===== src/rtl/keypad_scanner.sv =====
// rtl/keypad_scanner.sv - 3x3 keypad row scanner, frame debouncer and single-key code generator
// Optional build macro: KEYPAD_MULTIKEY_REJECT_EN
module keypad_scanner #(
    parameter int SCAN_DIV       = 12000,
    parameter int DEBOUNCE_SCANS = 20
) (
    input  logic       hwclk,
    input  logic       rst,
    output logic       keypad_r1,
    output logic       keypad_r2,
    output logic       keypad_r3,
    input  logic       keypad_c1,
    input  logic       keypad_c2,
    input  logic       keypad_c3,
    output logic [3:0] button,
    output logic       bstate,
    output logic       press,
    // `release` is a reserved word in SystemVerilog, hence the suffix
    output logic       release_pulse
);

    localparam int CNT_W = $clog2(SCAN_DIV);
    localparam int STB_W = $clog2(DEBOUNCE_SCANS + 1);

    typedef enum logic [1:0] {ROW1, ROW2, ROW3} scan_state_t;
    typedef enum logic {IDLE, HELD} key_state_t;

    scan_state_t      scan_state, scan_next;
    logic [CNT_W-1:0] slot_cnt, slot_cnt_next;
    logic [2:0]       row_n, row_n_next;
    logic             slot_last;

    logic [2:0]       col_meta, col_sync;
    logic [8:0]       raw_frame, raw_next, prev_frame, deb_frame, deb_next;
    logic [STB_W-1:0] stable_cnt, stable_next;
    logic             frame_done;

    key_state_t       key_state, key_next;
    logic [3:0]       key_code, button_next;
    logic             accept, single_key, press_next, release_next;

    assign slot_last = (slot_cnt == CNT_W'(SCAN_DIV - 1));

    always_comb begin
        scan_next     = scan_state;
        slot_cnt_next = slot_cnt + CNT_W'(1);
        if (slot_last) begin
            slot_cnt_next = '0;
            case (scan_state)
                ROW1:    scan_next = ROW2;
                ROW2:    scan_next = ROW3;
                default: scan_next = ROW1;
            endcase
        end
        case (scan_next)
            ROW1:    row_n_next = 3'b110;
            ROW2:    row_n_next = 3'b101;
            default: row_n_next = 3'b011;
        endcase
    end

    // Row drives are registered so they sit all-high through reset and track the state afterwards
    always_ff @(posedge hwclk or posedge rst) begin
        if (rst) begin
            scan_state <= ROW1;
            slot_cnt   <= '0;
            row_n      <= 3'b111;
        end else begin
            scan_state <= scan_next;
            slot_cnt   <= slot_cnt_next;
            row_n      <= row_n_next;
        end
    end

    assign keypad_r1 = row_n[0];
    assign keypad_r2 = row_n[1];
    assign keypad_r3 = row_n[2];

    always_ff @(posedge hwclk or posedge rst) begin
        if (rst) begin
            col_meta <= '0;
            col_sync <= '0;
        end else begin
            col_meta <= {keypad_c3, keypad_c2, keypad_c1};
            col_sync <= col_meta;
        end
    end

    // Frame bit index is 3*row + col, so key code is simply index + 1
    always_comb begin
        raw_next = raw_frame;
        if (slot_last) begin
            case (scan_state)
                ROW1:    raw_next[2:0] = ~col_sync;
                ROW2:    raw_next[5:3] = ~col_sync;
                default: raw_next[8:6] = ~col_sync;
            endcase
        end
        frame_done  = slot_last && (scan_state == ROW3);
        stable_next = stable_cnt;
        deb_next    = deb_frame;
        if (frame_done) begin
            if (raw_next == prev_frame) begin
                if (stable_cnt != STB_W'(DEBOUNCE_SCANS))
                    stable_next = stable_cnt + STB_W'(1);
            end else begin
                stable_next = STB_W'(1);
            end
            if (stable_next == STB_W'(DEBOUNCE_SCANS))
                deb_next = raw_next;
        end
    end

    always_ff @(posedge hwclk or posedge rst) begin
        if (rst) begin
            raw_frame  <= '0;
            prev_frame <= '0;
            deb_frame  <= '0;
            stable_cnt <= '0;
        end else begin
            raw_frame  <= raw_next;
            stable_cnt <= stable_next;
            deb_frame  <= deb_next;
            if (frame_done)
                prev_frame <= raw_next;
        end
    end

    // Key FSM looks at the next debounced frame so outputs land one cycle after frame completion
    always_comb begin
        key_code = 4'd0;
        for (int i = 8; i >= 0; i--) begin
            if (deb_next[i])
                key_code = 4'(i + 1);
        end
        single_key = (deb_next != 9'd0) && ((deb_next & (deb_next - 9'd1)) == 9'd0);
`ifdef KEYPAD_MULTIKEY_REJECT_EN
        accept = single_key;
`else
        accept = (deb_next != 9'd0);
`endif
    end

    always_comb begin
        key_next     = key_state;
        button_next  = button;
        press_next   = 1'b0;
        release_next = 1'b0;
        case (key_state)
            IDLE: begin
                if (accept) begin
                    key_next    = HELD;
                    button_next = key_code;
                    press_next  = 1'b1;
                end
            end
            default: begin
                if (deb_next == 9'd0) begin
                    key_next     = IDLE;
                    release_next = 1'b1;
                end
            end
        endcase
    end

    always_ff @(posedge hwclk or posedge rst) begin
        if (rst) begin
            key_state     <= IDLE;
            button        <= 4'd0;
            press         <= 1'b0;
            release_pulse <= 1'b0;
        end else begin
            key_state     <= key_next;
            button        <= button_next;
            press         <= press_next;
            release_pulse <= release_next;
        end
    end

    assign bstate = (key_state == HELD);

endmodule


===== config.mk =====
export PLATFORM = sky130hd
export DESIGN_NAME = keypad_scanner
export DESIGN_NICKNAME = d
export VERILOG_FILES = /design/src/rtl/keypad_scanner.sv
export SDC_FILE = /design/constraint.sdc
export NUM_CORES = 1
export LEC_CHECK = 0
export ABC_AREA = 1
export CAP_MARGIN = 20
export CORE_MARGIN = 2
export CORE_UTILIZATION = 52
export CTS_CLUSTER_DIAMETER = 80
export DETAILED_ROUTE_END_ITERATION = 16
export GPL_TIMING_DRIVEN = 0
export HOLD_SLACK_MARGIN = 0.15
export PLACE_DENSITY_LB_ADDON = 0.08
export RECOVER_POWER = 25
export SYNTH_ARGS = -nofsm -noshare
export SYNTH_HDL_FRONTEND = slang
export SYNTH_SLANG_ARGS = --single-unit

===== constraint.sdc =====
create_clock -name hwclk -period 5.5 [get_ports hwclk]
set_input_delay 1.65 -clock hwclk [delete_from_list [all_inputs] [get_ports hwclk]]
set_output_delay 1.65 -clock hwclk [all_outputs]
set_load 0.02 [all_outputs]

; Word level (Yosys, flattened, before mapping)
; Index checks and enable logic that the tools add are counted.
[op_classes]
n_addsub = 2
eq_ne = 7
mux = 28
bitwise_logic = 2
n_reduce_logical = 7
[ops]
columns = op, count
row1 = $mux W4, 9
row2 = $mux W9, 3
row3 = $mux W5, 3
row4 = $add A14 B1 Y14 const B, 1
row5 = $eq A14 B14 Y1 const B, 1
row6 = $mux W14, 1
row7 = $eq A9 B9 Y1, 1
row8 = $logic_not A9 Y1, 1
row9 = $mux W3, 3
row10 = $reduce_bool A9 Y1, 1
row11 = $mux W1, 6
row12 = $pmux W3 S2, 1
row13 = $add A5 B1 Y5 const B, 1
row14 = $eq A5 B5 Y1 const B, 1
row15 = $ne A5 B5 Y1 const B, 1
row16 = $eq A2 B1 Y1 const B, 2
row17 = $logic_not A2 Y1, 2
row18 = $pmux W2 S2, 1
row19 = $not A3 Y3, 1
row20 = $eq A2 B2 Y1 const B, 1
row21 = $mux W2, 1
row22 = $reduce_and A2 Y1, 1
row23 = $reduce_or A2 Y1, 1
row24 = $logic_and A1 B1 Y1, 1
row25 = $not A1 Y1, 1
[totals]
regBits = 64
output_inout_bits = 10
word_cells = 59

; Logic depth before layout (Yosys ltp)
[logic_depth]
depth_word = 19
ltp_mapped = 25

; Worst setup path before layout
; OpenSTA, ideal clock, no wires.
[synth_timing]
path_type = flip-flop to flip-flop
from = register slot_cnt[0]
to = register button[0]
arrival_time_ps = 2469
required_time_ps = 5382
setup_slack_ps = 2913
stages_incl_launch_ff = 23
path_buffers = 2
synth_period_minus_slack_ps = 2587
cell_sequence = dfrtp_1 > ha_1 > nand3_4 > nor2_4 > nand3_2 > buf_6 > nand2_2 > nand3_1 > nand2_1 > nand3_1 > nor2_2 > nand4_4 > buf_6 > nand2_4 > nand2_4 > nor2_4 > nand2_2 > nor2_4 > nand2_4 > nand2_4 > inv_2 > nor2_2 > a21oi_2
[synth_via]
elab_cells_between_ends = 20
classes_between = eq/ne: 3 / mux: 14 / reduce/logical: 3
[synth_rtl]
columns = element, line_no
row1 = "start, declared", 29  ; logic [CNT_W-1:0] slot_cnt, slot_cnt_next;
row2 = "start signal, assigned", 70  ; slot_cnt <= slot_cnt_next;
row3 = $eq A14 B14 Y1 (*), 42  ; assign slot_last = (slot_cnt == CNT_W'(SCAN_DIV - 1));
row4 = $mux W9, 92  ; if (slot_last) begin
row5 = $eq A9 B9 Y1, 103  ; if (raw_next == prev_frame) begin
row6 = $mux W5, 103
row7 = $mux W5, 102  ; if (frame_done) begin
row8 = $eq A5 B5 Y1, 109  ; if (stable_next == STB_W'(DEBOUNCE_SCANS))
row9 = $mux W9, 109
row10 = $mux W9 (*), 102
row11 = named net deb_next[2], 34  ; logic [8:0] raw_frame, raw_next, prev_frame, deb_frame, deb_next;
row12 = $mux W4 (3 in a row), 133  ; if (deb_next[i])
row13 = "end signal, assigned", 174  ; button <= button_next;
row14 = "end, declared", 15  ; output logic [3:0] button,
; The timed path passes the listed nets; every way through them passes the cells marked *. The select of a mux whose other input is x is not followed.
; A chain may end at the register's enable or synchronous reset.

; Final worst setup path
; Ends and elaborated chain as after synthesis.

==> results.md <==
- Status: finished, final reports clean
- Post-CTS Repair Setup Buffers: 0
- Mapped Cells: roughly 420
- Non-Filler Instances: roughly 530
- Layout Skew: 0.00531 ns
- Synthesized area: 0.00342 mm^2
- CTS resizes: 0
- Fin crit period: 3.62 ns
- Top routing layer in use: met4
- Post-synth EDFFs: 0
- Most common cell in the synthesized netlist: nand2_1
- WP buf/inv: 3
- DIE HEIGHT: 85.2 um
- DR WL/cell: approximately 12 um
- Register area share after synthesis: 0.469
- Pre-CTS WS: 2.49 ns
- I/O pin total: 15
- CP Capture Type: register
- Worst EP required: 5.74 ns
- Commonest cells post-synth: 114 x nand2_1, 61 x dfrtp_1, 53 x inv_1
- DR WL met2: 2.86 mm
- DRT iter0 DRCs: 141
- Share of cells above drive strength 1: 0.187
- # setup viols final: 0
- Crit path launch type: register
- Crit path max-delay family: simple AND/OR/NAND/NOR gates
- Worst VDD drop: approximately 340 uV
- Crit path max-delay cell type: nor2_1
- Dpl hpwl: 4.98 mm
- Dominant synthesized flop cell: dfrtp_1
- Hold Fails Final Rpt: 0
- Post-synth ARST share: 1.00
- Pin count of the biggest net entering global routing: 34
- Worst-path clk slew: 0.07 ns
- Pins over their slew limit: 0
- Via count: 2631
- CP cell instances: ha_1, nand3_1, nor2_1, nand2_1, inv_1, nand2_2, nand2_4, nand2_1, nand2_1, nand2_2, nor2_4, nand4_4, buf_6, nand2_4, nand2_4, nor2_4, nand2_2, nor2_4, nand2_4, nand2_4, inv_2, nor2_2, a21oi_2
- Synth area leader: dfrtp_1
- TritonCTS Buffers: 9
- Rel. slew slack: 0.147
- RePlAce Congestion: a little over 0.8
- Final WL: 6.57 mm
- MaxCap Viol Count: 0
- Worst hold slack: roughly 0.35 ns
- Area growth syn-to-layout: 12.0%
- Worst-Skew Late Latency: 0.35 ns
- Initial antenna violation count: 0
- Final setup margin: 1.88 ns
- Antenna-violating nets left: 0
- Drt pass-1 iters: 4
- Warnings, synthesis: 0
- Synth Net Count: 427
- Most common cell on crit path: nand2_4
- Area of the core: 0.00635 mm^2
- Vias per std cell: 4.99
- Post-layout util: 0.604
- Chip Width: 85.2 um
- Flops & latches, synth: 64
- Sink Count: 64
- Top cell type's share of synthesized area: 0.446
- Port Buf Inserts: 14
- RSZ-0062 raised after global routing: no
- Leakage power: 1.95 nW
- Post-cts hold buffer count: 0
- Starting Density: 0.539
- Cell variety after synth: 39
- Die footprint: slightly above 0.007 mm^2
- Crit path largest cell delay: 0.51 ns
- Routed wl met3: 297 um
- Hold Path Class: reg2reg
- CTS tree: done
- Cell Area, Placed: about 0.0037 mm^2
- TNS Setup: 0 ns
- Finished Cell Area: 0.00384 mm^2
- GRT Util Overall: 0.206
- Root Buffer: clkbuf_8
- Vias in the first global route: 2543
- WP data arrival: 3.87 ns
- H-tree depth: 3
- Type of the worst setup path: reg2reg
- Power Total: 929 uW
- Placed Cells: 511
- Syn Area/Cell: ~8 um^2
- Period Utilization, post-route: 0.658
- Slew of the pin with the lowest slew margin: approximately 1.3 ns
- Crit Path Max Fanout: 10
- Maximum clock rate: 0.276 GHz
- DRC: 0
- Cell Rows: 29
- Synth area leaders: dfrtp_1 45%, nand2_1 12%, inv_1 5.8%, nand3_1 4.2%, nor2_4 3.3%
- Diodes inserted: 0
- Global route overflow: 0
- Max Buffers Root-to-Sink: 2
- Nets@finish: 453
- # fillers: 587
- Power per cell area: 242 mW/mm^2
- First-pass GRT wire length: 11.6 mm
- Routed length on met1: 3.31 mm
==> logic make-up (layout without fill, tap and decap cells) <==
logic type	count (synthesis)	after routing	share of synthesized area
AND/OR/NAND/NOR	232	232	0.350
buffers and inverters	75	106	0.0880
XOR/XNOR	3	3	0.00767
AO/OA/AOI/OAI	42	42	0.0742
flip-flops	64	64	0.469
adder cells (fa/ha/maj)	3	3	0.0110
==> final cells by class <==
type | count | area (um^2) | area share
Buffer | 4 | 26.3 | 0.00685
Clock buffer | 9 | 124 | 0.0323
Clock inverter | 7 | 96.3 | 0.0251
Inverter | 71 | 268 | 0.0698
Multi-Input combinational cell | 280 | 1460 | 0.381
Sequential cell | 64 | 1610 | 0.418
Tap cell | 77 | 96.3 | 0.0251
Timing Repair Buffer | 15 | 160 | 0.0417
==> cell usage in the layout (no fill, tap or decap), types with 2 or more instances in the layout <==
cell,instances
a21oi_1,4
a31oi_1,2
bufinv_16,2
clkbuf_1,2
clkbuf_8,9
clkdlybuf4s50_1,11
clkinv_2,2
clkinvlp_4,3
dfrtp_1,61
dfstp_2,3
dlygate4sd3_1,3
ha_1,3
inv_1,54
inv_2,15
nand2_1,117
nand2_2,13
nand2_4,5
nand3_1,31
nand3_2,3
nand3b_1,3
nand4_1,5
nor2_1,30
nor2_2,7
nor2_4,9
nor3_1,3
nor3b_1,2
o21ai_0,23
o21ai_1,2
o21ai_2,4
o22ai_1,2
o31ai_1,2
xor2_1,3
==> layer usage <==
metal / vias up / global-route usage
li1: 1363 / -
met2: 46 / 0.310
met5: - / 0
met3: 9 / 0.0584
met4: 0 / 0.0750
met1: 1213 / 0.287
==> where the power goes <==
| group | leakage [nW] | internal (mW) | switching, mW | total (mW) |
|---|---|---|---|---|
| registers | 0.856 | 0.473 | 0.00145 | 0.474 |
| clock network | 0.101 | 0.254 | 0.186 | 0.441 |
| logic | 0.988 | 0.00396 | 0.00982 | 0.0138 |
==> sequential cells by signal, indices dropped and copies added (netlist names) <==
signal and count:
scan_state 2, deb_frame 9, press 1, row_n 3
slot_cnt 14, release_pulse 1, col_meta 3, col_sync 3
stable_cnt 5, raw_frame 9, button 4, bstate 1
prev_frame 9
==> worst reg2reg max path, delay by kind of cell, from the launching register on <==
| family | cells | cell delay [ns] |
|---|---|---|
| buf+inv | 3 | 0.50 |
| flops | 1 | 0.38 |
| fa+ha+maj | 1 | 0.19 |
| simple gates | 18 | 2.42 |
| compound gates | 1 | 0.03 |
==> final timing paths <==
path / start / endpoint / slack (ns) / cells past startpoint
max: slot_cnt[0] / button[0] / 1.88 / 23
min: col_meta[1] / col_sync[1] / 0.35 / 0
max reg2reg: slot_cnt[0] / button[0] / 1.88 / 23
min reg2reg: col_meta[1] / col_sync[1] / 0.35 / 0
max in group asynchronous: rst / deb_frame[7] / 2.76 / 3
min in group asynchronous: rst / prev_frame[4] / 1.96 / 2
(Power assumes the default switching activity.)
